## config.mk

```make
export PLATFORM = sky130hd
export DESIGN_NAME = lsu_dmem_master
export DESIGN_NICKNAME = d
export VERILOG_FILES = /design/src/rtl/lsu_dmem_master.sv
export SDC_FILE = /design/constraint.sdc
export NUM_CORES = 1
export LEC_CHECK = 0
export BUFFER_PORTS_ARGS = -buffer_cell sky130_fd_sc_hd__buf_4
export CORE_MARGIN = 5
export CORE_UTILIZATION = 35
export CTS_CLUSTER_DIAMETER = 100
export DETAILED_ROUTE_END_ITERATION = 10
export GPL_ROUTABILITY_DRIVEN = 0
export HOLD_SLACK_MARGIN = 0.15
export PLACE_DENSITY = 0.63
export SYNTH_ARGS = -nofsm -noshare
export SYNTH_HDL_FRONTEND = slang
export SYNTH_SLANG_ARGS = --single-unit
```

## constraint.sdc

```tcl
create_clock -name i_clk -period 2.5 [get_ports i_clk]
set_clock_uncertainty 0.2 [all_clocks]
set_input_delay 0.125 -clock i_clk [delete_from_list [all_inputs] [get_ports i_clk]]
set_output_delay 0.125 -clock i_clk [all_outputs]
set_load 0.03 [all_outputs]
```

## src/rtl/lsu_dmem_master.sv

```systemverilog
// lsu_dmem_master: RV32I load/store unit driving a word-aligned, byte-enabled data-memory bus.
// Holds one transaction at a time and sequences it through IDLE, ACCESS and DONE.
module lsu_dmem_master #(
    parameter int XLEN = 32
) (
    input  logic            i_clk,
    input  logic            i_rstn,
    input  logic            i_req,
    input  logic            i_we,
    input  logic [2:0]      i_funct3,
    input  logic [XLEN-1:0] i_addr,
    input  logic [XLEN-1:0] i_wdata,
    output logic            o_busy,
    output logic            o_done,
    output logic [XLEN-1:0] o_rdata,
    output logic [1:0]      o_fault,
    output logic            o_mem_req,
    output logic            o_mem_we,
    output logic [XLEN-1:0] o_mem_addr,
    output logic [3:0]      o_mem_be,
    output logic [XLEN-1:0] o_mem_wdata,
    input  logic            i_mem_ack,
    input  logic [XLEN-1:0] i_mem_rdata
);
    typedef enum logic [1:0] {IDLE, ACCESS, DONE} state_t;
    state_t          state, state_nxt;
    logic            we_q;
    logic [2:0]      f3_q;
    logic [XLEN-1:0] addr_q, wdata_q, rdata_q, ld_val;
    logic [1:0]      fault_q, fault_in;
    logic            illegal, misaligned, accept, acc;
    logic [7:0]      byte_sel;
    logic [15:0]     half_sel;

    // Request checks run on the raw inputs so the outcome is known at the accept edge.
    assign illegal    = (i_funct3 == 3'b011) | (i_funct3[2:1] == 2'b11) | (i_we & i_funct3[2]);
    assign misaligned = ((i_funct3[1:0] == 2'b01) & i_addr[0]) | ((i_funct3[1:0] == 2'b10) & |i_addr[1:0]);
    assign fault_in   = illegal ? 2'b10 : misaligned ? 2'b01 : 2'b00;
    assign accept     = (state == IDLE) & i_req;
    assign acc        = (state == ACCESS);

    assign byte_sel = i_mem_rdata[{addr_q[1:0], 3'b000} +: 8];
    assign half_sel = i_mem_rdata[{addr_q[1], 4'b0000} +: 16];
    assign ld_val   = (f3_q[1:0] == 2'b00) ? {{(XLEN-8){~f3_q[2] & byte_sel[7]}}, byte_sel} :
                      (f3_q[1:0] == 2'b01) ? {{(XLEN-16){~f3_q[2] & half_sel[15]}}, half_sel} :
                      i_mem_rdata;

    always_ff @(posedge i_clk or negedge i_rstn) begin
        if (!i_rstn) state <= IDLE;
        else         state <= state_nxt;
    end

    always_comb begin
        state_nxt = state;
        case (state)
            IDLE:    state_nxt = i_req ? ((|fault_in) ? DONE : ACCESS) : IDLE;
            ACCESS:  state_nxt = i_mem_ack ? DONE : ACCESS;
            default: state_nxt = IDLE;
        endcase
    end

    always_ff @(posedge i_clk or negedge i_rstn) begin
        if (!i_rstn) begin
            we_q    <= 1'b0;
            f3_q    <= '0;
            addr_q  <= '0;
            wdata_q <= '0;
            fault_q <= '0;
            rdata_q <= '0;
        end else begin
            if (accept) begin
                we_q    <= i_we;
                f3_q    <= i_funct3;
                addr_q  <= i_addr;
                wdata_q <= i_wdata;
                fault_q <= fault_in;
            end
            if (acc && i_mem_ack && !we_q) rdata_q <= ld_val;
        end
    end

    always_comb begin
        o_busy      = (state != IDLE);
        o_done      = (state == DONE);
        o_fault     = o_done ? fault_q : 2'b00;
        o_rdata     = rdata_q;
        o_mem_req   = acc;
        o_mem_we    = acc & we_q;
        o_mem_addr  = acc ? {addr_q[XLEN-1:2], 2'b00} : '0;
        o_mem_be    = !acc ? 4'b0000 :
                      (f3_q[1:0] == 2'b00) ? 4'b0001 << addr_q[1:0] :
                      (f3_q[1:0] == 2'b01) ? 4'b0011 << addr_q[1:0] : 4'b1111;
        o_mem_wdata = !(acc && we_q) ? '0 :
                      (f3_q[1:0] == 2'b00) ? {4{wdata_q[7:0]}} :
                      (f3_q[1:0] == 2'b01) ? {2{wdata_q[15:0]}} : wdata_q;
    end
endmodule

```

# == Word-level counts from Yosys, hierarchy flattened ==
# Index checks and enable logic that the tools add are counted.
# totals
register_bits,104
output_inout_bits,106
word_cells,54
# op_classes
n_eq_ne,7
shift,4
muxes,16
n_bitwise,11
n_reduce_logical,9
# op_table
op,count
32-bit two-way mux,6
32-bit by 6-bit indexed part select with 16-bit output,1
32-bit by 6-bit indexed part select with 8-bit output,1
4-bit two-way mux,3
2-bit two-way mux,5
1-bit AND,7
"2-bit by 1-bit == test with 1-bit output, second input constant",3
"2-bit == test, second input constant",3
2-bit zero test,2
2-bit one-hot mux with 2 select lines,1
2-bit OR reduction,2
"1-bit by 2-bit << shifter with 4-bit output, first input constant",1
"2-bit by 2-bit << shifter with 4-bit output, first input constant",1
"3-bit by 2-bit == test with 1-bit output, second input constant",1
1-bit logical AND,3
1-bit OR,3
2-bit nonzero test,1
1-bit zero test,1
1-bit two-way mux,1
1-bit inverter,1

# == Depth between registers and ports, before layout ==
# logic_depth
ltp_word,9
ltp_mapped,6
mapped_depth_nobuf,5

# == Least setup slack after synthesis ==
# Ideal clock, no wire load.
# synth_path
path_kind,reg-to-output
start,reg addr_q[1]
end,out o_mem_be[2]
t_arrival_ns,1.670
t_required_ns,2.175
path_slack_ns,0.505
stages_incl_launch_ff,7
path_buffers,2
path_cell_list,dfrtp_1 > buf_2 > inv_1 > buf_2 > ha_1 > mux2i_1 > a21oi_1
# synth_between
elab_chain_len,4
word_cells_on_any_way,5
classes_between,shift (2); mux (3)
# synth_rtl
element,line_no,rtl
from (decl),29,"logic [XLEN-1:0] addr_q, wdata_q, rdata_q, ld_val;"
from (signal assigned),74,addr_q <= i_addr;
2-bit by 2-bit << shifter with 4-bit output,92,(f3_q[1:0] == 2'b01) ? 4'b0011 << addr_q[1:0] : 4'b1111;
4-bit two-way mux,92,
4-bit two-way mux *,91,(f3_q[1:0] == 2'b00) ? 4'b0001 << addr_q[1:0] :
4-bit two-way mux *,90,o_mem_be = !acc ? 4'b0000 :
to (decl),20,"output logic [3:0] o_mem_be,"
# Every way passes the cells marked *; elsewhere a longest branch is shown, timed or not.

# == Final worst setup path ==
# layout_path
start,reg state[1]
end,out o_mem_addr[30]
# layout_between
elab_chain_len,2
# layout_rtl
element,line_no,rtl
from (decl),26,"state_t state, state_nxt;"
from (signal assigned),50,else state <= state_nxt;
2-bit by 1-bit == test with 1-bit output,40,assign acc = (state == ACCESS);
32-bit two-way mux,89,"o_mem_addr = acc ? {addr_q[XLEN-1:2], 2'b00} : '0;"
to (decl),19,"output logic [XLEN-1:0] o_mem_addr,"
# No other way between the ends.

==> results.py <==
metrics = {
    "timing": {
        "relSlewSlack_pct": 54.3,
        "hold_viol_final": 0,
        "setup-violations-final": 0,
        "fmaxAchievable_ghz": 0.445,
        "min_period_over_period_pct": 90.0,
        "setup_tns_ns": 0,
        "setup_ws_ns": 0.251,
        "rsz0062_at_grt": "no",
        "period_needed_ns": 2.25,
        "maxSlewViolCount": 0,
        "worst_pin_slew_ns": 0.685,
    },
    "layout": {
        "fill_cells": 1319,
        "fin_nets": 1070,
        "final_area_um2": 8660,
        "area_growth_pct": 58.5,
        "fin_util_pct": 56.8,
        "drive_above_1_share_pct": 27.2,
    },
    "routing": {
        "drc": 0,
        "vias": 5696,
        "viasPerCell": 4.83,
        "drt_wl_total_um": 18900,
        "drt_iter0_markers": 438,
        "ant_nets": 0,
        "firstDrtPassIters": 5,
        "wl_per_cell_um": 16.0,
    },
    "cts": {
        "cts_buffer_depth": 2,
        "clockRootBuffer": "clkbuf_16",
        "cts-buffers-inserted": 9,
        "worstSkewPairLatency_ns": 0.35,
        "htree_levels": 3,
        "clkSinkCount": 104,
        "clk_pin_slew_worst_paths_ns": 0.07,
        "cts_tree": "built",
    },
    "floorplanning": {
        "core_area_um2": 15300,
        "die_height_um": 135,
        "num_rows": 45,
        "dieArea_um2": 18200,
        "fp.dieW_um": 135,
        "ios": 210,
        "start_util_pct": 35.8,
    },
    "critical_path": {
        "crit_path_end_kind": "output pin",
        "cpMostUsedCell": "buf_4",
        "ff2ff_path_depth": 5,
        "path_max_fanout": 32,
        "criticalPathCategory": "register to output pin",
        "r2r-end": "addr_q[23]$_DFFE_PN0P_",
        "cp.required_ns": 2.17,
        "cp-start-kind": "register",
        "ff2ff_setup_slack_ns": 0.48,
        "r2r_start": "state[0]$_DFF_PN0_",
        "cp_slowest_cell": "dfrtp_1",
        "crit_path_cell_trace": "nand2b_1 -> inv_2 -> buf_4 -> and2_1 -> buf_4",
        "cpPeakStageDelay_ns": 0.38,
        "cp.arrival_ns": 1.92,
    },
    "global_routing": {
        "grt_use_met3_pct": 4.43,
        "grt_max_degree": 58,
        "grt-ovfl-total": 0,
        "use_met1_pct": 27.7,
        "track_usage_pct": 20.6,
        "antenna_found_initial": 0,
        "grt_pass1_vias": 5833,
        "grt_busiest_layer": "met2",
        "grt_pass1_wl_um": 30200,
        "use_met2_pct": 32.7,
    },
    "min_path": {
        "hold_path.class": "input port to async pin",
    },
    "logic_synthesis": {
        "synth_edf_count": 0,
        "synth-seq-cells": 104,
        "synth_flop_cell": "dfrtp_1",
        "synth_area_leaders": "dfrtp_1 48%, nand2_1 17%, mux2i_1 4.0%",
        "synth_cells": 668,
        "synth_top_area_share_pct": 47.6,
        "yosys_warnings": 0,
        "netlist_area_um2": 5460,
        "yosysTopAreaCell": "dfrtp_1",
        "yosysSeqAreaShare_pct": 47.6,
        "ys_types": 43,
        "avgSynthCellArea_um2": 8.18,
        "synthArstFlopShare_pct": 100,
    },
    "place": {
        "place_area_um2": 7260,
        "dpl_worst_slack_ns": 0.391,
        "numPortBuffers": 207,
        "dp_hpwl_um": 12700,
    },
    "pwr": {
        "max-vdd-ir-drop_uv": 407,
        "p_leak_nw": 4.38,
        "power_mw": 7.44,
        "power_density_nw_per_um2": 859,
    },
    "run": {
        "drv_cap": 0,
    },
    "outcome": {
        "outcome": "completed",
    },
}
synth_stat cells, drive strengths merged (3+ instances only):
cell,n
nand3,35
inv,7
ha,4
buf,17
nand2,241
or4b,4
or4,4
a31oi,5
dfrtp,104
and3,8
nor2b,6
nand3b,5
o221ai,3
mux2i,22
nor2,53
mux2,4
clkbuf,32
o21ai,10
a22oi,8
a21oi,32
a22o,8
and2,33
a2111oi,4
flip-flops by register name, summed over array words and instances (netlist names):
| signal | flops |
|---|---|
| o_rdata | 32 |
| f3_q | 3 |
| addr_q | 32 |
| fault_q | 2 |
| we_q | 1 |
| state | 2 |
| wdata_q | 32 |
cells in the final DEF (no fill, tap or decap), types with 2 or more instances in the layout:
cell           instances
dfrtp_2                3
a22o_1                 8
clkinv_4               2
conb_1                 2
mux2_2                 4
a31oi_1                4
buf_12                 4
o22ai_1                2
dlygate4sd3_1        105
dfrtp_1              101
nand3b_1               5
and3_1                 8
mux2i_1               22
a22oi_1                8
buf_4                222
or4b_2                 4
nor2b_1                6
a2111oi_0              4
or4_1                  4
o221ai_1               3
and2_1                32
inv_1                  5
a21oi_1               31
o21ai_0               10
ha_1                   4
clkbuf_16              9
nand3_1               35
a211oi_1               2
bufinv_16              2
nand2b_1               2
clkinvlp_4             3
nand2_1              240
nor2_1                53
o31ai_1                2
kinds of logic after synthesis:
| logic type | count (synthesis) | synth area share [%] |
|---|---|---|
| DFF | 104 | 47.6 |
| AOI/OAI and AO/OA | 82 | 10.4 |
| adders and majority gates | 4 | 0.916 |
| buffers and inverters | 56 | 4.51 |
| other | 1 | 0.0686 |
| muxes | 26 | 4.86 |
| and+or+nand+nor | 395 | 31.7 |
power breakdown:
group | total (mW) | internal [mW] | switching, mW
registers | 2.69 | 2.25 | 0.435
clock network | 1.56 | 0.909 | 0.652
logic | 3.19 | 1.29 | 1.90
total | 7.44 | 4.45 | 2.99
final cells by class:
type / count / area (µm²) / share of cell area, %
Clock buffer: 10 / 239 / 2.76
Antenna cell: 1 / 2.50 / 0.0289
Inverter: 7 / 30.0 / 0.347
Sequential cell: 104 / 2610 / 30.1
Tap cell: 211 / 264 / 3.05
Clock inverter: 6 / 92.6 / 1.07
Multi-Input combinational cell: 509 / 2630 / 30.3
Timing Repair Buffer: 331 / 2800 / 32.3
per-stage QoR:
stage / std cells / hold WS, ns
2_1_floorplan: 669 / -0.371
3_3_place_gp: 1056 / -0.00145
3_5_place_dp: 1056 / 0.0109
4_1_cts: 1177 / 0.150
5_1_grt: 1178 / 0.193
6_report: 1179 / 0.158
worst max-delay path by stage:
stage                     depth (start not counted)  slack (ns)                       to             startpoint
final                                             5        0.25           o_mem_addr[30]     state[1]$_DFF_PN0_
after global routing                              5        0.03           o_mem_wdata[9]    f3_q[1]$_DFFE_PN0P_
after CTS                                         5        0.03              o_mem_be[2]  addr_q[1]$_DFFE_PN0P_
after detailed placement                          5        0.39  o_rdata[23]$_DFFE_PN0P_     state[1]$_DFF_PN0_
after global placement                            5        0.50              o_mem_be[2]  addr_q[0]$_DFFE_PN0P_
after floorplan                                   6        0.51              o_mem_be[2]  addr_q[1]$_DFFE_PN0P_
layer usage:
layer,vias to the layer above,share of wire (%)
li1,2787,-
met1,2657,45
met2,214,47
met3,38,6.5
met4,0,2.3
met5,-,0
critical path: cells and delay by family (launching register included):
kind	cells	cell delay, ns
buf+inv	3	0.70
simple gates	2	0.48
flops	1	0.38
repair_timing:
action                                  CTS  global route
endpoints found under the setup margin    0            33
hold endpoints to repair                189             0
resized for setup                         0             4
setup buffers                             0             1
hold buffers                            105             0
Note: power is estimated with default switching activity, not from simulation.
